--- src/rtl/acc_data_fifo.sv ---
// 128-bit synchronous FIFO between the data & control router and one accelerator.
// Registered read port, registered full/empty flags, sticky overflow/underflow.
module acc_data_fifo #(
    parameter int WIDTH     = 128,
    parameter int DEPTH     = 16,
    parameter int ADDR_BITS = 4
) (
    input  logic                 clk,
    input  logic                 reset,
    input  logic                 flush,
    input  logic                 put_req,
    input  logic [WIDTH-1:0]     data_in,
    input  logic                 get_req,
    output logic [WIDTH-1:0]     data_out,
    output logic                 data_valid,
    output logic                 full,
    output logic                 empty,
    output logic [ADDR_BITS:0]   count,
    output logic                 overflow,
    output logic                 underflow
);

    localparam logic [ADDR_BITS:0] DEPTH_CNT = (ADDR_BITS+1)'(DEPTH);

    logic [WIDTH-1:0]     mem [DEPTH];

    logic [ADDR_BITS-1:0] wr_ptr_reg, wr_ptr_next;
    logic [ADDR_BITS-1:0] rd_ptr_reg, rd_ptr_next;
    logic [ADDR_BITS:0]   count_reg, count_next;
    logic                 full_reg, full_next;
    logic                 empty_reg, empty_next;
    logic                 overflow_reg, overflow_next;
    logic                 underflow_reg, underflow_next;
    logic                 data_valid_reg, data_valid_next;
    logic [WIDTH-1:0]     data_out_reg, data_out_next;

    logic put_ok;
    logic get_ok;

    // Acceptance uses the flags as they stood at the start of the cycle.
    assign put_ok = put_req & ~full_reg & ~flush;
    assign get_ok = get_req & ~empty_reg & ~flush;

    always_comb begin
        wr_ptr_next     = wr_ptr_reg;
        rd_ptr_next     = rd_ptr_reg;
        count_next      = count_reg;
        overflow_next   = overflow_reg;
        underflow_next  = underflow_reg;
        data_valid_next = 1'b0;
        data_out_next   = data_out_reg;

        if (flush) begin
            wr_ptr_next    = '0;
            rd_ptr_next    = '0;
            count_next     = '0;
            overflow_next  = 1'b0;
            underflow_next = 1'b0;
        end else begin
            if (put_ok)
                wr_ptr_next = wr_ptr_reg + 1'b1;
            if (get_ok) begin
                rd_ptr_next     = rd_ptr_reg + 1'b1;
                data_out_next   = mem[rd_ptr_reg];
                data_valid_next = 1'b1;
            end
            if (put_ok && !get_ok)
                count_next = count_reg + 1'b1;
            else if (get_ok && !put_ok)
                count_next = count_reg - 1'b1;
            if (put_req && full_reg)
                overflow_next = 1'b1;
            if (get_req && empty_reg)
                underflow_next = 1'b1;
        end

        full_next  = (count_next == DEPTH_CNT);
        empty_next = (count_next == '0);
    end

    always_ff @(posedge clk or negedge reset) begin
        if (!reset) begin
            wr_ptr_reg     <= '0;
            rd_ptr_reg     <= '0;
            count_reg      <= '0;
            full_reg       <= 1'b0;
            empty_reg      <= 1'b1;
            overflow_reg   <= 1'b0;
            underflow_reg  <= 1'b0;
            data_valid_reg <= 1'b0;
            data_out_reg   <= '0;
        end else begin
            wr_ptr_reg     <= wr_ptr_next;
            rd_ptr_reg     <= rd_ptr_next;
            count_reg      <= count_next;
            full_reg       <= full_next;
            empty_reg      <= empty_next;
            overflow_reg   <= overflow_next;
            underflow_reg  <= underflow_next;
            data_valid_reg <= data_valid_next;
            data_out_reg   <= data_out_next;
        end
    end

    // Storage is not reset; each entry loads only when addressed by an accepted put.
    genvar gi;
    generate
        for (gi = 0; gi < DEPTH; gi++) begin : g_mem
            always_ff @(posedge clk) begin
                if (put_ok && (wr_ptr_reg == ADDR_BITS'(gi)))
                    mem[gi] <= data_in;
            end
        end
    endgenerate

    assign data_out   = data_out_reg;
    assign data_valid = data_valid_reg;
    assign full       = full_reg;
    assign empty      = empty_reg;
    assign count      = count_reg;
    assign overflow   = overflow_reg;
    assign underflow  = underflow_reg;

endmodule

--- config.mk ---
export PLATFORM = sky130hd
export DESIGN_NAME = acc_data_fifo
export DESIGN_NICKNAME = d
export VERILOG_FILES = /design/src/rtl/acc_data_fifo.sv
export SDC_FILE = /design/constraint.sdc
export NUM_CORES = 2
export LEC_CHECK = 0
export CAP_MARGIN = 20
export CORE_ASPECT_RATIO = 0.9
export CORE_MARGIN = 4
export CORE_UTILIZATION = 35
export CTS_CLUSTER_SIZE = 24
export DETAILED_ROUTE_END_ITERATION = 7
export SYNTH_ARGS = -nofsm -noshare
export SYNTH_HDL_FRONTEND = slang
export SYNTH_SLANG_ARGS = --single-unit
export TNS_END_PERCENT = 5
--- constraint.sdc ---
create_clock -name clk -period 12.8 [get_ports clk]
set_input_delay 1.28 -clock clk [delete_from_list [all_inputs] [get_ports clk]]
set_output_delay 1.28 -clock clk [all_outputs]
set_load 0.03 [all_outputs]
==> impl_metrics.env <==
export IMPL_status="finished clean"
export IMPL_pwr_density_cell_nw_per_um2=180
export IMPL_routed_wire_length_um=206000
export IMPL_cap_viol_max_count=0
export IMPL_actual_slew_at_the_worst_max_slew_pin_ns=1.21
export IMPL_netlist_area_leader_share_pct=74.8
export IMPL_rows=168
export IMPL_final_period_utilization_pct=37.1
export IMPL_grt_pass1_wl_um=299000
export IMPL_timing_critical_path_to_type="flip-flop"
export IMPL_vias_per_cell=5.38
export IMPL_globalplace_congestion=0.720
export IMPL_die_height_um=468
export IMPL_report_final_hold_viol_count=0
export IMPL_fp_coreArea_um2=233000
export IMPL_synth_mux_area_fraction_pct=13.7
export IMPL_cts_hold_buf=0
export IMPL_dpl_cell_count=6988
export IMPL_largest_net_degree_at_the_start_of_global_routing=135
export IMPL_cts_path_max_buffers=3
export IMPL_detailedRoute_firstIterationViolations=3957
export IMPL_post_cts_repair_setup_buffers=0
export IMPL_grt_antenna_before_repair=45
export IMPL_drt_pass1_iter_count=5
export IMPL_worst_setup_path_start_kind="input port"
export IMPL_io_buffer_count=270
export IMPL_clk_pin_slew_worst_paths_ns=0.07
export IMPL_ios=271
export IMPL_timing_clock_skew_ns=0.0797
export IMPL_worst_ep_required_time_ns=13.55
export IMPL_yosys_area_share_simple_pct=1.81
export IMPL_crit_reg2reg_capture="data_out[92]$_DFFE_PN0P_"
export IMPL_synthDistinctLibCells=40
export IMPL_postSynthCellCount=3802
export IMPL_first_global_vias=41100
export IMPL_timing_reg2reg_setup_slack_ns=8.09
export IMPL_start_util_pct=35.2
export IMPL_report_final_slew_viol_count=0
export IMPL_ys_seq_area_share_pct=79.3
export IMPL_tritoncts_clock_tree="yes"
export IMPL_dp_hpwl_um=104000
export IMPL_path_max_fanout=84
export IMPL_setup_worst_path_class="input port to flip-flop"
export IMPL_yosys_area_share_adder_pct=0.107
export IMPL_final_instance_count_excl_fill=7403
export IMPL_setup_violations_final=0
export IMPL_max_freq_mhz=211
export IMPL_post_synthesis_compound_gate_area_fraction_pct=3.62
export IMPL_worst_endpoint_arrival_ns=5.50
export IMPL_finish_net_count=4282
export IMPL_yosys_warnings=0
export IMPL_synthToLayoutAreaGrowth_pct=16.4
export IMPL_synth_flop_cell="sky130_fd_sc_hd__edfxtp_1"
export IMPL_syn_avg_cell_area_um2=21.6
export IMPL_dieWidth_um=519
export IMPL_final_common_cell="sky130_fd_sc_hd__edfxtp_1"
export IMPL_ys_ff_latch=2194
export IMPL_cts_inserted_buffers=212
export IMPL_synth_edff_count=2048
export IMPL_htree_num_levels=4
export IMPL_synth_area_leaders="sky130_fd_sc_hd__edfxtp_1 (75%), sky130_fd_sc_hd__mux4_2 (10%), sky130_fd_sc_hd__dfrtp_1 (4.4%)"
export IMPL_synth_top_family_by_area="multiplexers"
export IMPL_post_cts_resized_instances=0
export IMPL_max_slew_margin_pct=19.2
export IMPL_drc=0
export IMPL_final_setup_tns_ns=0
export IMPL_post_route_util_pct=41.0
export IMPL_syn_nets=3942
export IMPL_fin_hold_ws_ns=0.385
export IMPL_layout_common_cells="sky130_fd_sc_hd__edfxtp_1 (2048), sky130_fd_sc_hd__mux4_2 (383), sky130_fd_sc_hd__clkdlybuf4s50_1 (269)"
export IMPL_grt_overflow_total=0
export IMPL_static_leakage_power_nw=29.1
export IMPL_regToRegStartpoint="rd_ptr_reg[0]$_DFFE_PN0P_"
export IMPL_fp_dieArea_um2=243000
export IMPL_yosysTopAreaCell="sky130_fd_sc_hd__edfxtp_1"
export IMPL_ant_nets=0
export IMPL_final_layout_size_suffix_gt1_share_pct=18.8
export IMPL_largest_register_ff_count=2048
export IMPL_rr_worst_depth=7
export IMPL_detailroute_via_count=39800
export IMPL_grt_setup_unrepaired="false"
export IMPL_worst_hold_path_type="input port to asynchronous set/reset pin"
export IMPL_vdd_drop_max_mv=0.137
export IMPL_gr_usage_all_layers_pct=16.8
export IMPL_clock_tree_root_cell="sky130_fd_sc_hd__clkbuf_16"
export IMPL_layout_min_cycle_time_ns=4.75
export IMPL_syn_area_um2=82200
export IMPL_clkSinkCount=2194
export IMPL_async_flop_share_pct=6.65
export IMPL_clk_insertion_delay_late_ns=0.88
export IMPL_fraction_of_synthesized_cell_area_in_xor_and_xnor_cells_pct=0.0746
export IMPL_detail_route_wl_per_cell_um=27.9
export IMPL_worst_setup_path_startpoint="get_req"
==> kinds of logic after synthesis <==
logic type      Yosys count
mux                     643
compound gates          397
flops                  2194
simple gates            328
buf+inv                 226
fa+ha+maj                 7
xor+xnor                  7
==> layer usage <==
| layer | global-route usage, % | share of wire [%] | up-vias |
|---|---|---|---|
| met4 | 4.38 | 2.4 | 22 |
| met3 | 4.07 | 7.2 | 340 |
| li1 | - | - | 16600 |
| met5 | 0 | 0.069 | - |
| met2 | 27.3 | 48 | 1392 |
| met1 | 22.9 | 42 | 21500 |
==> how the worst max path moves through the flow <==
stage / endpoint / slack, ns / cells after the start
2_1_floorplan: mem[0][0]$_DFFE_PP_ / 1.59 / 4
6_report: data_out[3]$_DFFE_PN0P_ / 8.05 / 8
4_1_cts: data_out[95]$_DFFE_PN0P_ / 7.84 / 7
3_5_place_dp: mem[13][88]$_DFFE_PP_ / 7.16 / 6
3_3_place_gp: mem[13][95]$_DFFE_PP_ / 7.18 / 6
5_1_grt: data_out[94]$_DFFE_PN0P_ / 7.56 / 7
==> through the flow <==
stage	power, mW	cell area [µm²]	setup WS (ns)
4_1_cts	17.5	95700	7.84
5_1_grt	17.9	95700	7.56
2_1_floorplan	10.0	82200	1.59
3_5_place_dp	11.1	88400	7.16
3_3_place_gp	11.1	88400	7.18
6_report	17.3	95700	8.05
==> Yosys cell counts, types with 8 or more instances <==
cell type,n
sky130_fd_sc_hd__nand2_1,139
sky130_fd_sc_hd__buf_4,9
sky130_fd_sc_hd__mux4_2,383
sky130_fd_sc_hd__buf_6,26
sky130_fd_sc_hd__edfxtp_1,2048
sky130_fd_sc_hd__buf_1,21
sky130_fd_sc_hd__nand3_1,132
sky130_fd_sc_hd__nor2b_1,8
sky130_fd_sc_hd__o211ai_1,127
sky130_fd_sc_hd__a22oi_1,258
sky130_fd_sc_hd__dfrtp_1,145
sky130_fd_sc_hd__clkbuf_1,65
sky130_fd_sc_hd__nor2_1,28
sky130_fd_sc_hd__mux2i_1,256
sky130_fd_sc_hd__buf_2,98
==> report_power, final <==
| part | internal [mW] | total, mW | switching (mW) |
|---|---|---|---|
| Combinational | 1.05 | 2.44 | 1.39 |
| Clock | 3.65 | 6.39 | 2.74 |
| Sequential | 8.13 | 8.42 | 0.290 |
==> worst max-delay path: stages <==
cell and delay (ns):
sky130_fd_sc_hd__clkdlybuf4s50_1 0.49, sky130_fd_sc_hd__nor2b_1 0.83, sky130_fd_sc_hd__nand2_8 0.68, sky130_fd_sc_hd__inv_2 0.21, sky130_fd_sc_hd__and3_4 0.73, sky130_fd_sc_hd__buf_4 0.87
sky130_fd_sc_hd__a22oi_1 0.16, sky130_fd_sc_hd__nand3_1 0.14
==> layout make-up <==
| cell class | count | area (µm²) |
|---|---|---|
| Fill cell | 20300 | 138000 |
| Sequential cell | 2194 | 65200 |
| Multi-Input combinational cell | 1382 | 16000 |
| Clock buffer | 291 | 5840 |
| Tap cell | 3060 | 3830 |
| Timing Repair Buffer | 346 | 3420 |
| Clock inverter | 107 | 1410 |
| Antenna cell | 17 | 42.5 |
| Inverter | 6 | 22.5 |
No activity file was read; power rests on OpenSTA's default activity.
